## src/rtl/chunk_add_sequencer_if.sv

```systemverilog
// rtl/chunk_add_sequencer_if.sv - operand/result handshake bundle for chunk_add_sequencer
// Carries ovf only when CHUNK_ADD_SEQUENCER_OVF_EN is defined.
interface chunk_add_sequencer_if #(
    parameter int W = 28
);
    logic         in_valid;
    logic         in_ready;
    logic [W-1:0] a;
    logic [W-1:0] b;
    logic         c_in;
    logic         out_valid;
    logic         out_ready;
    logic [W-1:0] sum;
    logic         c_out;
    logic         busy;
`ifdef CHUNK_ADD_SEQUENCER_OVF_EN
    logic         ovf;
`endif

    modport master (
`ifdef CHUNK_ADD_SEQUENCER_OVF_EN
        input  ovf,
`endif
        output in_valid, a, b, c_in, out_ready,
        input  in_ready, out_valid, sum, c_out, busy
    );

    modport slave (
`ifdef CHUNK_ADD_SEQUENCER_OVF_EN
        output ovf,
`endif
        input  in_valid, a, b, c_in, out_ready,
        output in_ready, out_valid, sum, c_out, busy
    );
endinterface

```

## src/rtl/chunk_add_sequencer.sv

```systemverilog
// rtl/chunk_add_sequencer.sv - multi-cycle wide adder feeding one chunk per clock through a ripple adder
// Optional signed-overflow output enabled by CHUNK_ADD_SEQUENCER_OVF_EN.
module carry_ripple_adder #(
    parameter int WIDTH = 6
) (
    input  logic [WIDTH:0] num1,
    input  logic [WIDTH:0] num2,
    input  logic           c_in,
    output logic [WIDTH:0] sum,
    output logic           c_out
);
    always_comb begin
        logic [WIDTH+1:0] c;
        c    = '0;
        sum  = '0;
        c[0] = c_in;
        for (int i = 0; i <= WIDTH; i++) begin
            sum[i]   = num1[i] ^ num2[i] ^ c[i];
            c[i + 1] = (num1[i] & num2[i]) | (c[i] & (num1[i] ^ num2[i]));
        end
        c_out = c[WIDTH+1];
    end
endmodule

module chunk_add_sequencer #(
    parameter int CHUNK  = 7,
    parameter int NCHUNK = 4
) (
    input  logic                  clk,
    input  logic                  rst,
    chunk_add_sequencer_if.slave  bus
);
    localparam int W  = CHUNK * NCHUNK;
    localparam int IW = $clog2(NCHUNK);
    localparam logic [IW-1:0] LAST = IW'(NCHUNK - 1);

    typedef enum logic [1:0] {IDLE, RUN, DONE} state_t;

    state_t          state;
    logic [W-1:0]    a_reg;
    logic [W-1:0]    b_reg;
    logic [W-1:0]    sum_r;
    logic            c_out_r;
    logic            carry;
    logic [IW-1:0]   idx;
    logic            in_ready_r;
    logic            out_valid_r;
    logic            busy_r;
    logic            ovf_r;

    logic [CHUNK-1:0] add_num1;
    logic [CHUNK-1:0] add_num2;
    logic [CHUNK-1:0] add_sum;
    logic             add_c_out;

    assign add_num1 = a_reg[idx*CHUNK +: CHUNK];
    assign add_num2 = b_reg[idx*CHUNK +: CHUNK];

    carry_ripple_adder #(.WIDTH(CHUNK-1)) u_adder (
        .num1  (add_num1),
        .num2  (add_num2),
        .c_in  (carry),
        .sum   (add_sum),
        .c_out (add_c_out)
    );

    always_ff @(posedge clk) begin
        if (rst) begin
            state       <= IDLE;
            a_reg       <= '0;
            b_reg       <= '0;
            sum_r       <= '0;
            c_out_r     <= 1'b0;
            carry       <= 1'b0;
            idx         <= '0;
            in_ready_r  <= 1'b1;
            out_valid_r <= 1'b0;
            busy_r      <= 1'b0;
            ovf_r       <= 1'b0;
        end else begin
            case (state)
                IDLE: begin
                    if (bus.in_valid) begin
                        a_reg      <= bus.a;
                        b_reg      <= bus.b;
                        sum_r      <= '0;
                        c_out_r    <= 1'b0;
                        ovf_r      <= 1'b0;
                        idx        <= '0;
                        carry      <= bus.c_in;
                        state      <= RUN;
                        in_ready_r <= 1'b0;
                        busy_r     <= 1'b1;
                    end
                end
                RUN: begin
                    sum_r[idx*CHUNK +: CHUNK] <= add_sum;
                    carry                     <= add_c_out;
                    if (idx == LAST) begin
                        // Top chunk's MSB is the final sum sign bit, so overflow is known here.
                        c_out_r     <= add_c_out;
                        ovf_r       <= (a_reg[W-1] == b_reg[W-1]) && (add_sum[CHUNK-1] != a_reg[W-1]);
                        state       <= DONE;
                        out_valid_r <= 1'b1;
                    end else begin
                        idx <= idx + 1'b1;
                    end
                end
                DONE: begin
                    if (bus.out_ready) begin
                        state       <= IDLE;
                        out_valid_r <= 1'b0;
                        busy_r      <= 1'b0;
                        in_ready_r  <= 1'b1;
                    end
                end
                default: state <= IDLE;
            endcase
        end
    end

    assign bus.in_ready  = in_ready_r;
    assign bus.out_valid = out_valid_r;
    assign bus.busy      = busy_r;
    assign bus.sum       = sum_r;
    assign bus.c_out     = c_out_r;
`ifdef CHUNK_ADD_SEQUENCER_OVF_EN
    assign bus.ovf       = ovf_r;
`else
    logic unused_ovf;
    assign unused_ovf = ovf_r;
`endif
endmodule

```

## src/flat_wrapper.sv

```systemverilog
// flat-port wrapper written by rule: the top's interface ports become plain ports
module chunk_add_sequencer_flat 
#(
    parameter int CHUNK  = 7,
    parameter int NCHUNK = 4
)
  (clk, rst, bus_in_valid, bus_a, bus_b, bus_c_in, bus_out_ready, bus_in_ready, bus_out_valid, bus_sum, bus_c_out, bus_busy);
  chunk_add_sequencer_if #(.W((CHUNK * NCHUNK))) bus_i ();
  input  logic clk;
  input  logic rst;
  input wire logic [$bits(bus_i.in_valid)-1:0] bus_in_valid;
  input wire logic [$bits(bus_i.a)-1:0] bus_a;
  input wire logic [$bits(bus_i.b)-1:0] bus_b;
  input wire logic [$bits(bus_i.c_in)-1:0] bus_c_in;
  input wire logic [$bits(bus_i.out_ready)-1:0] bus_out_ready;
  output wire logic [$bits(bus_i.in_ready)-1:0] bus_in_ready;
  output wire logic [$bits(bus_i.out_valid)-1:0] bus_out_valid;
  output wire logic [$bits(bus_i.sum)-1:0] bus_sum;
  output wire logic [$bits(bus_i.c_out)-1:0] bus_c_out;
  output wire logic [$bits(bus_i.busy)-1:0] bus_busy;
  assign bus_i.in_valid = bus_in_valid;
  assign bus_i.a = bus_a;
  assign bus_i.b = bus_b;
  assign bus_i.c_in = bus_c_in;
  assign bus_i.out_ready = bus_out_ready;
  assign bus_in_ready = bus_i.in_ready;
  assign bus_out_valid = bus_i.out_valid;
  assign bus_sum = bus_i.sum;
  assign bus_c_out = bus_i.c_out;
  assign bus_busy = bus_i.busy;
  chunk_add_sequencer #(.CHUNK(CHUNK), .NCHUNK(NCHUNK)) u_core (.clk(clk), .rst(rst), .bus(bus_i));
endmodule
```

## config.mk

```make
export PLATFORM = sky130hd
export DESIGN_NAME = chunk_add_sequencer_flat
export DESIGN_NICKNAME = d
export VERILOG_FILES = /design/src/rtl/chunk_add_sequencer_if.sv /design/src/rtl/chunk_add_sequencer.sv /design/src/flat_wrapper.sv
export SDC_FILE = /design/constraint.sdc
export NUM_CORES = 1
export LEC_CHECK = 0
export ABC_AREA = 1
export BUFFER_PORTS_ARGS = -buffer_cell sky130_fd_sc_hd__clkbuf_2
export CAP_MARGIN = 20
export CORE_MARGIN = 2
export CORE_UTILIZATION = 25
export DETAILED_ROUTE_END_ITERATION = 8
export HOLD_SLACK_MARGIN = 0.08
export MAX_ROUTING_LAYER = met4
export PLACE_DENSITY = 0.47
export SYNTH_ARGS = -nofsm -noshare
export SYNTH_HDL_FRONTEND = slang
export SYNTH_SLANG_ARGS = --single-unit
export TNS_END_PERCENT = 10
```

## constraint.sdc

```tcl
create_clock -name clk -period 10.7 [get_ports clk]
set_input_delay 1.07 -clock clk [delete_from_list [all_inputs] [get_ports clk]]
set_output_delay 1.07 -clock clk [all_outputs]
set_load 0.02 [all_outputs]
```

==> impl_metrics.py <==
metrics = {
    "run_status": {
        "outcome": "finished, final reports clean",
    },
    "drt": {
        "drt_first_pass_iters": 4,
        "routed-via-count": 3796,
        "wl_um": 11600,
        "viasPerCell": 4.35,
        "avgRoutedWirePerCell_um": 13.3,
        "detail_route.drc_violations": 0,
        "first_iter_violations": 235,
        "final_antenna_net_count": 0,
    },
    "sta": {
        "worst-slew-pin-transition_ns": 0.814,
        "fmax_mhz": 231,
        "rsz0062_at_grt": "false",
        "finalSetupViolCount": 0,
        "final_setup_tns_ns": 0,
        "fin_worst_skew_ns": 0.00478,
        "fin_crit_sh_pct": 40.4,
        "final-max-slew-violation-count": 0,
        "period_minus_ws_final_ns": 4.32,
        "number_of_hold_slack_violations_in_the_final_timing_report": 0,
        "max_slew_margin_pct": 45.7,
    },
    "yosys": {
        "synth_largest_type_area_fraction_pct": 44.2,
        "synth.cells.most_frequent": "nor2_1 (158), dfxtp_1 (93), o21ai_0 (84)",
        "yosys.area.top_type": "dfxtp_1",
        "synthSimpleGateAreaFrac_pct": 27.7,
        "synth-compound-area-share_pct": 16.3,
        "synthDistinctLibCells": 26,
        "synth.ff_latch_count": 93,
        "muxShareOfSynthArea_pct": 0,
        "syn-num-nets": 651,
        "ys_seq_area_share_pct": 44.2,
        "synth.cell_area_mm2": 0.00421,
        "ys_async_sr_fraction_pct": 0,
        "syn-instance-count": 579,
        "yosysMostFrequentCell": "nor2_1",
        "yosys_most_used_dff": "dfxtp_1",
        "synth_top_cells_by_area": "dfxtp_1 (44%), nor2_1 (14%), o21ai_0 (10%), nand2_1 (5.8%), a21oi_1 (5.7%)",
        "synth-edff-count": 0,
        "synth_top_family_by_area": "simple AND/OR/NAND/NOR gates",
        "yosysWarnings": 0,
        "synth_xor_area_share_pct": 0,
        "synth_area_per_cell_um2": 7.28,
        "synth_adder_area_share_pct": 4.51,
    },
    "power": {
        "netSwitchingPower_uw": 233,
        "p_seq_share_pct": 45.8,
        "powerDensity_mw_per_mm2": 166,
        "leakage_uw": 0.00215,
        "cell_internal_power_uw": 604,
        "p_sw_share_pct": 27.9,
        "pwr-share-comb_pct": 17.3,
        "pwr-share-clk_pct": 36.9,
        "ir_drop_worst_vdd_mv": 0.0750,
    },
    "die": {
        "die_w_um": 134,
        "core_mm2": 0.0165,
        "floorplan_die_area_mm2": 0.0179,
        "starting_density_of_the_core_pct": 25.5,
        "floorplan.io_pins": 93,
        "die_h_um": 134,
        "core.rowCount": 47,
    },
    "clocking": {
        "ctsResizeCount": 0,
        "cts_inserted_buffers": 9,
        "clk_pin_slew_worst_paths_ns": 0.06,
        "ctsLongestPathBuffers": 2,
        "postCtsSetupRepairBufs": 0,
        "cts-htree-levels": 3,
        "cts_tree": "done",
        "clock_sink_count": 93,
        "insertion_delay_ns": 0.34,
        "holdBufCountCts": 0,
        "root_buffer": "clkbuf_16",
    },
    "global_route": {
        "wire_length_of_the_first_global_routing_pass_um": 18800,
        "antenna_found_initial": 0,
        "grt_start_max_net_pins": 64,
        "grtUsageTotal_pct": 13.8,
        "globalRouteOverflowTotal": 0,
        "vias_in_the_first_global_route": 3706,
    },
    "critical_path": {
        "worst-endpoint-arrival_ns": 4.53,
        "end_kind": "flop",
        "required_ns": 10.90,
        "critical_path_peak_fanout": 49,
        "crit_type": "flop to flop",
        "worst_setup_path_start_kind": "flop",
    },
    "final_layout": {
        "layout.cell_area.non_filler_mm2": 0.00505,
        "area_delta_synth_final_pct": 20.0,
        "drive_gt1_share_pct": 18.1,
        "diodes": 0,
        "nNetsFinal": 721,
    },
    "placed_design": {
        "detailed_placer_s_ending_hpwl_um": 8910,
        "postPlaceCellArea_mm2": 0.00477,
        "port-buffer-count": 92,
        "place_congestion": 0.851,
    },
    "hold_path": {
        "min-delay-path-class": "flop to flop",
    },
    "run": {
        "maxCapViolations": 0,
    },
}
==> cells in the final DEF, fill, tap and decap left out, types with 2 or more instances in the layout <==
cell / n
nand3_1: 33
ha_1: 4
dfxtp_1: 93
nand2_1: 65
clkbuf_2: 92
nand3_4: 3
nor2_1: 158
o21ai_0: 84
inv_2: 3
inv_1: 28
clkbuf_1: 2
nand3b_1: 4
a21oi_1: 48
fa_1: 7
clkbuf_16: 9
nor2_4: 4
o22ai_1: 4
buf_4: 2
==> logic make-up after synthesis <==
family          count (synthesis)
flops                          93
fa+ha+maj                      11
buf+inv                        67
compound gates                136
simple gates                  272
==> worst paths after layout <==
path | from | endpoint | slack (ns) | depth (start not counted)
max | u_core.idx[0]$_SDFFE_PP0P_ | u_core.bus.sum[13]$_SDFFE_PP0P_ | 6.38 | 18
min | u_core.bus.in_ready$_SDFFE_PP1P_ | u_core.bus.in_ready$_SDFFE_PP1P_ | 0.46 | 2
min reg2reg | u_core.bus.in_ready$_SDFFE_PP1P_ | u_core.bus.in_ready$_SDFFE_PP1P_ | 0.46 | 2
max reg2reg | u_core.idx[0]$_SDFFE_PP0P_ | u_core.bus.sum[13]$_SDFFE_PP0P_ | 6.38 | 18
==> worst max-delay path, cell delays in order, from the launching register on <==
cell and delay [ns]:
dfxtp_1 0.35, buf_4 0.40, o21ai_0 0.13, nor2_1 0.13, a21oi_1 0.07, fa_1 0.46
fa_1 0.40, fa_1 0.40, fa_1 0.36, inv_1 0.07, fa_1 0.17, inv_1 0.05
fa_1 0.36, inv_1 0.08, fa_1 0.43, nand2_1 0.10, nor2_1 0.06, nand2_1 0.09
a21oi_1 0.06
==> per-stage QoR <==
stage                     setup WS [ns]  total power, uW  hold WS [ns]  util (%)  cells
final                              6.38              838         0.462      30.6    872
after global routing               6.09              887         0.484      30.6    872
after CTS                          6.40              849         0.466      30.6    872
after detailed placement           6.41              539         0.450      28.9    858
after global placement             6.50              537         0.450      28.9    858
after floorplan                    6.71              494         0.424         -    579
==> power by group through the flow <==
stage | combinational [uW] | clock (uW) | sequential (uW)
after detailed placement | 147 | 0 | 392
after floorplan | 105 | 0 | 389
final | 145 | 309 | 384
after global placement | 145 | 0 | 392
after global routing | 168 | 333 | 386
after CTS | 148 | 317 | 384
==> layout make-up <==
| cell class | count | area [um2] |
|---|---|---|
| inverter | 32 | 120 |
| fill | 1841 | 11500 |
| clock inverter | 2 | 35.0 |
| timing repair buffer | 94 | 475 |
| tap | 220 | 275 |
| sequential | 93 | 1860 |
| clock buffer | 12 | 246 |
| multi-input combinational | 419 | 2040 |
==> routing by layer <==
metal	track usage [%]	wire (um)	share of wire, %
met4	3.61	146	1.3
met2	21.7	5310	46
met3	3.85	479	4.1
met5	-	0	0
met1	17.4	5670	49
Note: power is estimated with default switching activity, not from simulation.
